<file path="src/rtl/trng_health_mon.sv">
// Online health tests (repetition count + adaptive proportion) for a raw
// entropy byte stream, with start-up gating, sticky alarm and a one-entry output.
module trng_health_mon #(
   parameter int WIDTH           = 8,
   parameter int RCT_CUTOFF      = 4,
   parameter int APT_WINDOW      = 512,
   parameter int APT_CUTOFF      = 13,
   parameter int STARTUP_SAMPLES = 1024
) (
   input  logic             i_clk,
   input  logic             i_reset_n,
   input  logic [WIDTH-1:0] i_src_dat,
   input  logic             i_src_valid,
   output logic             o_src_read,
   output logic [WIDTH-1:0] o_dat,
   output logic             o_valid,
   input  logic             i_read,
   input  logic             i_clear_alarm,
   output logic             o_alarm,
   output logic             o_rct_fail,
   output logic             o_apt_fail,
   output logic [1:0]       o_state,
   output logic [7:0]       o_alarm_cnt
);

   localparam int RCW = $clog2(RCT_CUTOFF + 1);
   localparam int AIW = (APT_WINDOW > 1) ? $clog2(APT_WINDOW) : 1;
   localparam int ACW = $clog2(APT_CUTOFF + 1);
   localparam int SCW = $clog2(STARTUP_SAMPLES + 1);

   typedef enum logic [1:0] {
      ST_STARTUP = 2'd0,
      ST_RUN     = 2'd1,
      ST_ALARM   = 2'd2
   } state_t;

   state_t           state_q, state_d;
   logic [WIDTH-1:0] dat_q, dat_d;
   logic             valid_q, valid_d;
   logic             rct_have_q, rct_have_d;
   logic [WIDTH-1:0] last_q, last_d;
   logic [RCW-1:0]   rct_cnt_q, rct_cnt_d;
   logic [AIW-1:0]   apt_idx_q, apt_idx_d;
   logic [WIDTH-1:0] ref_q, ref_d;
   logic [ACW-1:0]   apt_cnt_q, apt_cnt_d;
   logic [SCW-1:0]   start_cnt_q, start_cnt_d;
   logic             rct_flag_q, rct_flag_d;
   logic             apt_flag_q, apt_flag_d;
   logic [7:0]       alarm_cnt_q, alarm_cnt_d;

   logic             accept;
   logic [RCW-1:0]   rct_cnt_nx;
   logic [ACW-1:0]   apt_cnt_nx;
   logic             rct_fail, apt_fail, fail;

   always_comb begin
      accept = i_src_valid && (state_q != ST_ALARM) && (!valid_q || i_read);

      // History is empty after reset/clear, so the first sample restarts the run
      if (rct_have_q && (i_src_dat == last_q)) begin
         rct_cnt_nx = (rct_cnt_q == RCW'(RCT_CUTOFF)) ? rct_cnt_q
                                                      : rct_cnt_q + RCW'(1);
      end else begin
         rct_cnt_nx = RCW'(1);
      end

      if (apt_idx_q == '0) begin
         apt_cnt_nx = ACW'(1);
      end else if (i_src_dat == ref_q) begin
         apt_cnt_nx = apt_cnt_q + ACW'(1);
      end else begin
         apt_cnt_nx = apt_cnt_q;
      end

      rct_fail = accept && (rct_cnt_nx == RCW'(RCT_CUTOFF));
      apt_fail = accept && (apt_cnt_nx == ACW'(APT_CUTOFF));
      fail     = rct_fail || apt_fail;
   end

   always_comb begin
      state_d     = state_q;
      dat_d       = dat_q;
      valid_d     = valid_q;
      rct_have_d  = rct_have_q;
      last_d      = last_q;
      rct_cnt_d   = rct_cnt_q;
      apt_idx_d   = apt_idx_q;
      ref_d       = ref_q;
      apt_cnt_d   = apt_cnt_q;
      start_cnt_d = start_cnt_q;
      rct_flag_d  = rct_flag_q;
      apt_flag_d  = apt_flag_q;
      alarm_cnt_d = alarm_cnt_q;

      if (valid_q && i_read) valid_d = 1'b0;

      if (accept) begin
         rct_have_d = 1'b1;
         last_d     = i_src_dat;
         rct_cnt_d  = rct_cnt_nx;
         apt_cnt_d  = apt_cnt_nx;
         if (apt_idx_q == '0) ref_d = i_src_dat;
         apt_idx_d  = (apt_idx_q == AIW'(APT_WINDOW - 1)) ? '0
                                                          : apt_idx_q + AIW'(1);
      end

      unique case (state_q)
         ST_STARTUP: begin
            if (accept && !fail) begin
               start_cnt_d = start_cnt_q + SCW'(1);
               if (start_cnt_d == SCW'(STARTUP_SAMPLES)) state_d = ST_RUN;
            end
         end
         ST_RUN: begin
            if (accept && !fail) begin
               dat_d   = i_src_dat;
               valid_d = 1'b1;
            end
         end
         ST_ALARM: begin
            valid_d = 1'b0;
            if (i_clear_alarm) begin
               state_d     = ST_STARTUP;
               start_cnt_d = '0;
               rct_have_d  = 1'b0;
               rct_cnt_d   = '0;
               apt_idx_d   = '0;
               apt_cnt_d   = '0;
               rct_flag_d  = 1'b0;
               apt_flag_d  = 1'b0;
            end
         end
         default: state_d = ST_STARTUP;
      endcase

      // A failing sample is dropped and the pipeline is flushed
      if (fail) begin
         state_d    = ST_ALARM;
         valid_d    = 1'b0;
         rct_flag_d = rct_flag_q || rct_fail;
         apt_flag_d = apt_flag_q || apt_fail;
         if (alarm_cnt_q != 8'hFF) alarm_cnt_d = alarm_cnt_q + 8'd1;
      end
   end

   always_ff @(posedge i_clk or negedge i_reset_n) begin
      if (!i_reset_n) begin
         state_q     <= ST_STARTUP;
         dat_q       <= '0;
         valid_q     <= 1'b0;
         rct_have_q  <= 1'b0;
         last_q      <= '0;
         rct_cnt_q   <= '0;
         apt_idx_q   <= '0;
         ref_q       <= '0;
         apt_cnt_q   <= '0;
         start_cnt_q <= '0;
         rct_flag_q  <= 1'b0;
         apt_flag_q  <= 1'b0;
         alarm_cnt_q <= '0;
      end else begin
         state_q     <= state_d;
         dat_q       <= dat_d;
         valid_q     <= valid_d;
         rct_have_q  <= rct_have_d;
         last_q      <= last_d;
         rct_cnt_q   <= rct_cnt_d;
         apt_idx_q   <= apt_idx_d;
         ref_q       <= ref_d;
         apt_cnt_q   <= apt_cnt_d;
         start_cnt_q <= start_cnt_d;
         rct_flag_q  <= rct_flag_d;
         apt_flag_q  <= apt_flag_d;
         alarm_cnt_q <= alarm_cnt_d;
      end
   end

   assign o_src_read  = accept;
   assign o_dat       = dat_q;
   assign o_valid     = valid_q;
   assign o_alarm     = (state_q == ST_ALARM);
   assign o_rct_fail  = rct_flag_q;
   assign o_apt_fail  = apt_flag_q;
   assign o_state     = state_q;
   assign o_alarm_cnt = alarm_cnt_q;

endmodule

</file>
<file path="config.mk">
export PLATFORM = sky130hd
export DESIGN_NAME = trng_health_mon
export DESIGN_NICKNAME = d
export VERILOG_FILES = /design/src/rtl/trng_health_mon.sv
export SDC_FILE = /design/constraint.sdc
export NUM_CORES = 1
export LEC_CHECK = 0
export CORE_AREA = 2 2 83 85
export CTS_CLUSTER_DIAMETER = 200
export CTS_CLUSTER_SIZE = 14
export DETAILED_ROUTE_END_ITERATION = 6
export DIE_AREA = 0 0 85 87
export PLACE_DENSITY = 0.78
export SLEW_MARGIN = 25
export SYNTH_ARGS = -nofsm -noshare
export SYNTH_HDL_FRONTEND = slang
export SYNTH_SLANG_ARGS = --single-unit
</file>
<file path="constraint.sdc">
create_clock -name i_clk -period 3 [get_ports i_clk]
set_input_delay 0.6 -clock i_clk [delete_from_list [all_inputs] [get_ports i_clk]]
set_output_delay 0.6 -clock i_clk [all_outputs]
set_load 0.02 [all_outputs]
</file>
==> key figures, run 1 <==
Die
  • Area of the core: 0.00657 mm^2
  • Rows: 30
  • # IOs: 36
  • Die footprint: 0.00740 mm^2
  • Die Wd: ~85 um
  • Die Y-Extent: approximately 87 um
  • Starting Density: about 55%

Setup path
  • CP max stage delay: roughly 600 ps
  • Worst-path fanout max: 13
  • Crit Reg-Reg Startpoint: rct_cnt_q[0]
  • Critical Path RT: ~2400 ps
  • Slowest cell on crit path: clkdlybuf4s50_1
  • R2R depth: 9
  • Worst EP arrival: between 2000 and 2500 ps
  • Critical Path End Type: output port
  • Reg2reg setup slack: between 200 and 300 ps
  • Critical path class: reg -> out
  • Crit path buf inv count: 3
  • Top Family by Delay on Critical Path: buffers and inverters
  • Startpoint Class: flip-flop
  • Worst R2R End: start_cnt_q[3]
  • Cell Chain, Critical Path: inv_1 -> ha_1 -> nor2b_1 -> nand2_1 -> clkinv_1 -> clkdlybuf4s50_1

Clock tree
  • CTS Sinks: between 60 and 70
  • TritonCTS buffer count: 9
  • Hold buffers post-CTS: 0
  • H-tree depth: 3
  • Postcts setup bufs: 0
  • CTS tree: built
  • CTS max path bufs: 2
  • Clk_lat worst skew: approximately 340 ps
  • Clock Pin Slew Worst Setup and Hold Paths: roughly 70 ps
  • Post-CTS sizing: 0
  • Root buffer cell: clkbuf_8

Timing
  • Fin crit period: 2830 ps
  • Clock skew: between 8 and 9 ps
  • TNS Setup: 0 ps
  • Final slew viol count: 0
  • Final hold vios: 0
  • Final setup violating endpoints: 0
  • Fmax: around 350 MHz
  • Final period utilization: a little over nine tenths
  • RSZ-0062 raised after global routing: no
  • Slew @ Worst Pin: slightly above 800 ps
  • Max-slew headroom: between 40% and 50%

Run
  • Max cap viols: 0

Final layout
  • Cell area after layout: roughly 0.0044 mm^2
  • Layout cell share with drive strength beyond 1: 15.0%
  • Antenna diode count: 0
  • Filler cells: roughly 490
  • Sequential Area: about 0.0016 mm^2
  • Nets@finish: around 430
  • Multi-input logic area: 0.00189 mm^2
  • P&R area growth vs syn: 21.0%

Logic synthesis
  • Post-synth EDFFs: 0
  • Register bit total from synthesis: 65
  • Syn Nets: 380
  • Synth async-reset ratio: 100%
  • Primary FF master, synth: dfrtp_1
  • Netlist Area Pre-Place: about 0.0036 mm^2
  • Average cell area after synthesis: 10.1 um^2
  • Yosys cell types: 57
  • Synth Warn #: 0
  • Sequential-to-total area share from yosys stat: 45.1%
  • Mapped Cells: around 360

GRT
  • Largest net degree at the start of global routing: 66
  • Number of global-route vias before repair: approximately 2800
  • GRT overflow: 0
  • Total GRT Usage: about 22%
  • Initial antenna violation count: 0
  • First-pass GRT wire length: 13200 um

Outcome
  • Status: finished clean

Power and ir drop
  • Maximum vdd drop: 0.000474 V
  • Leak pwr: 1.89 nW
  • Tot Pwr: between 0.003 and 0.004 W
  • Pwr/cell area: ~790 mW/mm^2

Place
  • Gpl congestion: about 0.79
  • HPWL after DPL: 5250 um
  • PortBufs: 35
  • Area after DPL: 0.00412 mm^2

Route
  • DR vias: ~2900
  • DRC viols: 0
  • Post-DR wirelength/cell: 15.4 um
  • Drt pass-1 iters: 5
  • First DRT Iteration DRCs: between 80 and 90
  • Number of routed nets with antenna violations: 0
  • DR vias/cell: around 6
  • Final WL: roughly 7600 um

Min path
  • Hold Path Class: in -> async
## where the power goes
group	internal, W	total [W]	switching (W)
Clock	0.000574	0.000915	0.000341
Combinational	0.000589	0.00113	0.000538
Sequential	0.00114	0.00141	0.000275
Total	0.00230	0.00345	0.00115
## layout make-up
class,count,share of cell area [%]
Inverter,11,0.946
Sequential cell,65,37.3
Timing Repair Buffer,51,10.7
Tap cell,80,2.29
Clock buffer,11,3.24
Clock inverter,5,2.35
Multi-Input combinational cell,270,43.2
## metrics by stage
stage                     util (%)  cells  setup WS, ps  hold slack, ps
final                         66.4    493           168             434
after global routing          66.4    493          11.5             522
after CTS                     66.4    493           119             465
after detailed placement      62.7    477         -16.6             484
after global placement        62.7    477          60.1             477
after floorplan                  -    356           376             304
## synth_stat cells (all sizes together) (9+ instances only)
cell type / count / area share, %
a21oi: 15 / 2.1
dfrtp: 65 / 45
ha: 11 / 3.8
inv: 10 / 1.0
mux2: 21 / 7.5
nand2: 48 / 5.0
nand3: 11 / 1.5
nand4: 9 / 1.6
nor2: 23 / 2.5
o211ai: 9 / 1.9
o21ai: 13 / 1.8
xnor2: 12 / 2.9
xor2: 14 / 3.4
## worst max-delay path by stage
stage | startpoint | end | cells past startpoint
floorplan | o_state[0] | o_src_read | 7
global placement | i_src_dat[4] | o_dat[6] | 7
detailed placement | i_src_dat[4] | o_dat[5] | 7
CTS | o_state[0] | o_src_read | 6
global route | o_state[0] | o_src_read | 6
finish | o_state[0] | o_src_read | 6
## cells in the final DEF, fill, tap and decap left out, types with 3 or more instances in the layout
| cell type | n |
|---|---|
| a21o_1 | 3 |
| a21oi_1 | 15 |
| a31oi_1 | 3 |
| and2_1 | 4 |
| and3_1 | 5 |
| and4_1 | 3 |
| buf_4 | 16 |
| bufinv_16 | 3 |
| clkbuf_8 | 10 |
| clkdlybuf4s50_1 | 34 |
| dfrtp_1 | 65 |
| ha_1 | 11 |
| inv_1 | 10 |
| mux2_2 | 12 |
| mux2_4 | 9 |
| nand2_1 | 48 |
| nand2b_1 | 7 |
| nand3_1 | 11 |
| nand3b_1 | 8 |
| nand4_1 | 9 |
| nor2_1 | 22 |
| nor2b_1 | 3 |
| nor3_1 | 6 |
| o211ai_1 | 9 |
| o21ai_0 | 13 |
| or3_1 | 6 |
| or4_1 | 3 |
| xnor2_1 | 12 |
| xor2_1 | 14 |
## state kept, by name (all words and copies together) (netlist names), 2 cells and up
name and cells:
apt_idx_q 9, start_cnt_q 11, last_q 8, rct_cnt_q 3
ref_q 8, apt_cnt_q 4, o_alarm_cnt 8, o_dat 8
o_state 2
## logic make-up (layout without fill, tap and decap cells)
kind of cell             Yosys count  in the layout  synth area share, %
buffers and inverters             21             78                 2.64
flip-flops                        65             65                 45.1
AND/OR/NAND/NOR                  149            149                 22.7
XOR/XNOR                          26             26                 6.31
adder cells (fa/ha/maj)           11             11                 3.82
multiplexers                      22             22                 8.12
AO/OA/AOI/OAI                     62             62                 11.3
## layer usage
metal	up-vias	routed length (um)	GRT usage (%)
li1	1390	-	-
met1	1427	3460	29.0
met2	59	3720	37.8
met3	11	297	5.21
met4	0	97	5.92
met5	-	0	0
Power figures use the tool's default switching activity.
==> run 2, diff against run 1 <==
--- a/config.mk
+++ b/config.mk
@@ -10,6 +10,7 @@
 export CTS_CLUSTER_SIZE = 14
 export DETAILED_ROUTE_END_ITERATION = 6
 export DIE_AREA = 0 0 85 87
+export GPL_TIMING_DRIVEN = 1
 export PLACE_DENSITY = 0.78
 export SLEW_MARGIN = 25
 export SYNTH_ARGS = -nofsm -noshare
==> results of run 2 <==
No change in the layout: final DEF, timing and power equal those of run 1.
==> run 3, diff against run 2 <==
--- a/config.mk
+++ b/config.mk
@@ -5,13 +5,13 @@
 export SDC_FILE = /design/constraint.sdc
 export NUM_CORES = 1
 export LEC_CHECK = 0
-export CORE_AREA = 2 2 83 85
+export CORE_AREA = 2 2 81 83
 export CTS_CLUSTER_DIAMETER = 200
 export CTS_CLUSTER_SIZE = 14
 export DETAILED_ROUTE_END_ITERATION = 6
-export DIE_AREA = 0 0 85 87
+export DIE_AREA = 0 0 83 85
 export GPL_TIMING_DRIVEN = 1
-export PLACE_DENSITY = 0.78
+export PLACE_DENSITY = 0.82
 export SLEW_MARGIN = 25
 export SYNTH_ARGS = -nofsm -noshare
 export SYNTH_HDL_FRONTEND = slang
==> constraint.sdc (replaced) <==
create_clock -name i_clk -period 3.3 [get_ports i_clk]
set_input_delay 0.66 -clock i_clk [delete_from_list [all_inputs] [get_ports i_clk]]
set_output_delay 0.66 -clock i_clk [all_outputs]
set_load 0.02 [all_outputs]
==> key figures, run 3 (synthesis results as in run 1) <==
Power and ir drop
  • Maximum vdd drop: 0.000449 V (-5.3%)
  • Pwr/cell area: 743 mW/mm^2 (-6.1%)
  • Leak pwr: 1.88 nW (-0.65%)

Setup path
  • Critical path class: in -> out
  • Critical Path RT: 2640 ps (+240 ps)
  • Worst EP arrival: 2300 ps (+70 ps)
  • R2R depth: 8 (-1)
  • Startpoint Class: primary input
  • Crit Reg-Reg Startpoint: rct_cnt_q[0]
  • Critical Path End Type: output port
  • Reg2reg setup slack: 650 ps (+400 ps)
  • Worst R2R End: start_cnt_q[8]
  • Worst-path fanout max: 5 (-8)

Final layout
  • Sequential Area: 0.00163 mm^2 (unchanged)
  • Multi-input logic area: 0.00189 mm^2 (unchanged)
  • Most flops, register: start_cnt_q
  • Antenna diode count: 0 (unchanged)
  • Non-Filler Instances: 485 (-1.6%)
  • Layout cell share with drive strength beyond 1: 14.2% (-0.80 points)
  • Nets@finish: 427 (-1.2%)
  • Filler cells: 458 (-7.1%)
  • Max FFs per register: 11 (unchanged)
  • Cell area after layout: 0.00434 mm^2 (-0.43%)
  • Most common cell after layout, fill and taps aside: dfrtp_1
  • Regs by FF count: start_cnt_q x11, apt_idx_q x9
  • Most frequent cells in the layout: dfrtp_1 (65), nand2_1 (48), clkdlybuf4s50_1 (34), nor2_1 (22), a21oi_1 (15)
  • P&R area growth vs syn: 20.4%

Timing
  • Final period utilization: about 90%
  • Clock skew: 5.49 ps (-3.27 ps)
  • Fin crit period: between 2000 and 3000 ps
  • Fmax: between 300 and 400 MHz
  • Max-slew headroom: 52.3% (+6.5 points)
  • Final hold vios: 0 (unchanged)
  • RSZ-0062 raised after global routing: no
  • Final slew viol count: 0 (unchanged)
  • Slew @ Worst Pin: 698 ps (-115 ps)
  • Final setup violating endpoints: 0 (unchanged)
  • Setup ws final: 340 ps (+172 ps)
  • TNS Setup: 0 ps (unchanged)

Route
  • First DRT Iteration DRCs: 154 (+79%)
  • Final WL: 7980 um (+5.4%)
  • DR vias: 2809 (-2.7%)
  • Post-DR wirelength/cell: 16.5 um (+7.1%)
  • Number of routed nets with antenna violations: 0 (unchanged)
  • DR vias/cell: 5.79 (-1.1%)
  • DRC viols: 0 (unchanged)
  • Drt pass-1 iters: 4 (-1)

Clock tree
  • CTS tree: built
  • Hold buffers post-CTS: 0 (unchanged)
  • Clock Pin Slew Worst Setup and Hold Paths: 80 ps (about the same)
  • CTS Sinks: 65 (unchanged)
  • Post-CTS sizing: 0 (unchanged)
  • CTS max path bufs: 2 (unchanged)
  • Clk_lat worst skew: 350 ps (about the same)
  • TritonCTS buffer count: 9 (unchanged)
  • H-tree depth: 3 (unchanged)
  • Postcts setup bufs: 0 (unchanged)
  • Root buffer cell: clkbuf_8

Place
  • Gpl congestion: 0.857 (+9.0%)
  • PortBufs: 35 (unchanged)
  • Area after DPL: 0.00408 mm^2 (-1.0%)
  • Inst Count DP: 469 (-1.7%)
  • HPWL after DPL: 5500 um (+4.9%)
  • Pre-CTS setup slack: 197 ps (+214 ps)

Die
  • Starting Density: 58.1% (+3.2 points)
  • Rows: 29 (-3.3%)
  • # IOs: 36 (unchanged)
  • Die Wd: 83 um (-2.4%)
  • Die Y-Extent: 85 um (-2.3%)
  • Area of the core: 0.00620 mm^2 (-5.5%)
  • Die footprint: 0.00706 mm^2 (-4.6%)

Outcome
  • Status: finished clean

Min path
  • Hold Path Class: in -> async

Run
  • Max cap viols: 0 (unchanged)

GRT
  • Number of global-route vias before repair: 2851 (+0.96%)
  • Total GRT Usage: 24.2% (+1.9 points)
  • First-pass GRT wire length: 13600 um (+3.0%)
  • GRT overflow: 0 (unchanged)
  • Largest net degree at the start of global routing: 32 (-52%)
  • Initial antenna violation count: 0 (unchanged)
==> run 3: cell types whose count changed in the layout (fill, tap and decap cells not counted) <==
cell        previous run  this run
clkinvlp_4             1         0
clkinv_4               0         2
buf_4                 16        11
clkbuf_1               1         0
clkbuf_8              10         9
bufinv_16              3         4
==> run 3: critical path, cell delays in order <==
cell and delay [ps]:
clkdlybuf4s50_1 510, nor2b_1 250, nand2_1 110, clkinv_1 140, clkdlybuf4s50_1 630
==> run 3: power by group <==
part           total (W)  internal, W  switching [W]
Sequential       0.00129      0.00103       0.000255
Clock           0.000909     0.000579       0.000329
Combinational    0.00103     0.000534       0.000497
Total            0.00323      0.00215        0.00108
==> run 3: cell type report <==
cell class	count	area share (%)
clock inverter	7	3.28
timing repair buffer	46	9.85
sequential	65	37.4
inverter	11	0.950
tap	77	2.22
multi-input combinational	270	43.4
clock buffer	9	2.85
==> run 3: layer usage <==
layer  track usage (%)  up-vias  share of wire [%]
li1                  -     1374                  -
met1              31.0     1376                 46
met2              40.1       46                 50
met3              4.86       13                3.0
met4              10.6        0                1.6
met5                 0        -                  0
==> run 3: worst max-delay path by stage <==
stage	end	slack, ps	from	depth (start not counted)
floorplan	o_src_read	620	o_state[0]	7
global placement	start_cnt_q[3]	260	i_src_dat[3]	7
detailed placement	o_alarm_cnt[1]	200	i_src_dat[4]	7
CTS	o_src_read	350	i_src_valid	5
global route	o_src_read	260	i_src_valid	5
finish	o_src_read	340	i_src_valid	5
==> run 3: through the flow <==
step                      utilization (%)  total power (W)  hold WS [ps]
after global placement               65.7          0.00227           477
after floorplan                         -          0.00196           364
after detailed placement             65.7          0.00232           482
final                                70.0          0.00323           337
after global routing                 70.0          0.00342           405
after CTS                            70.0          0.00324           361
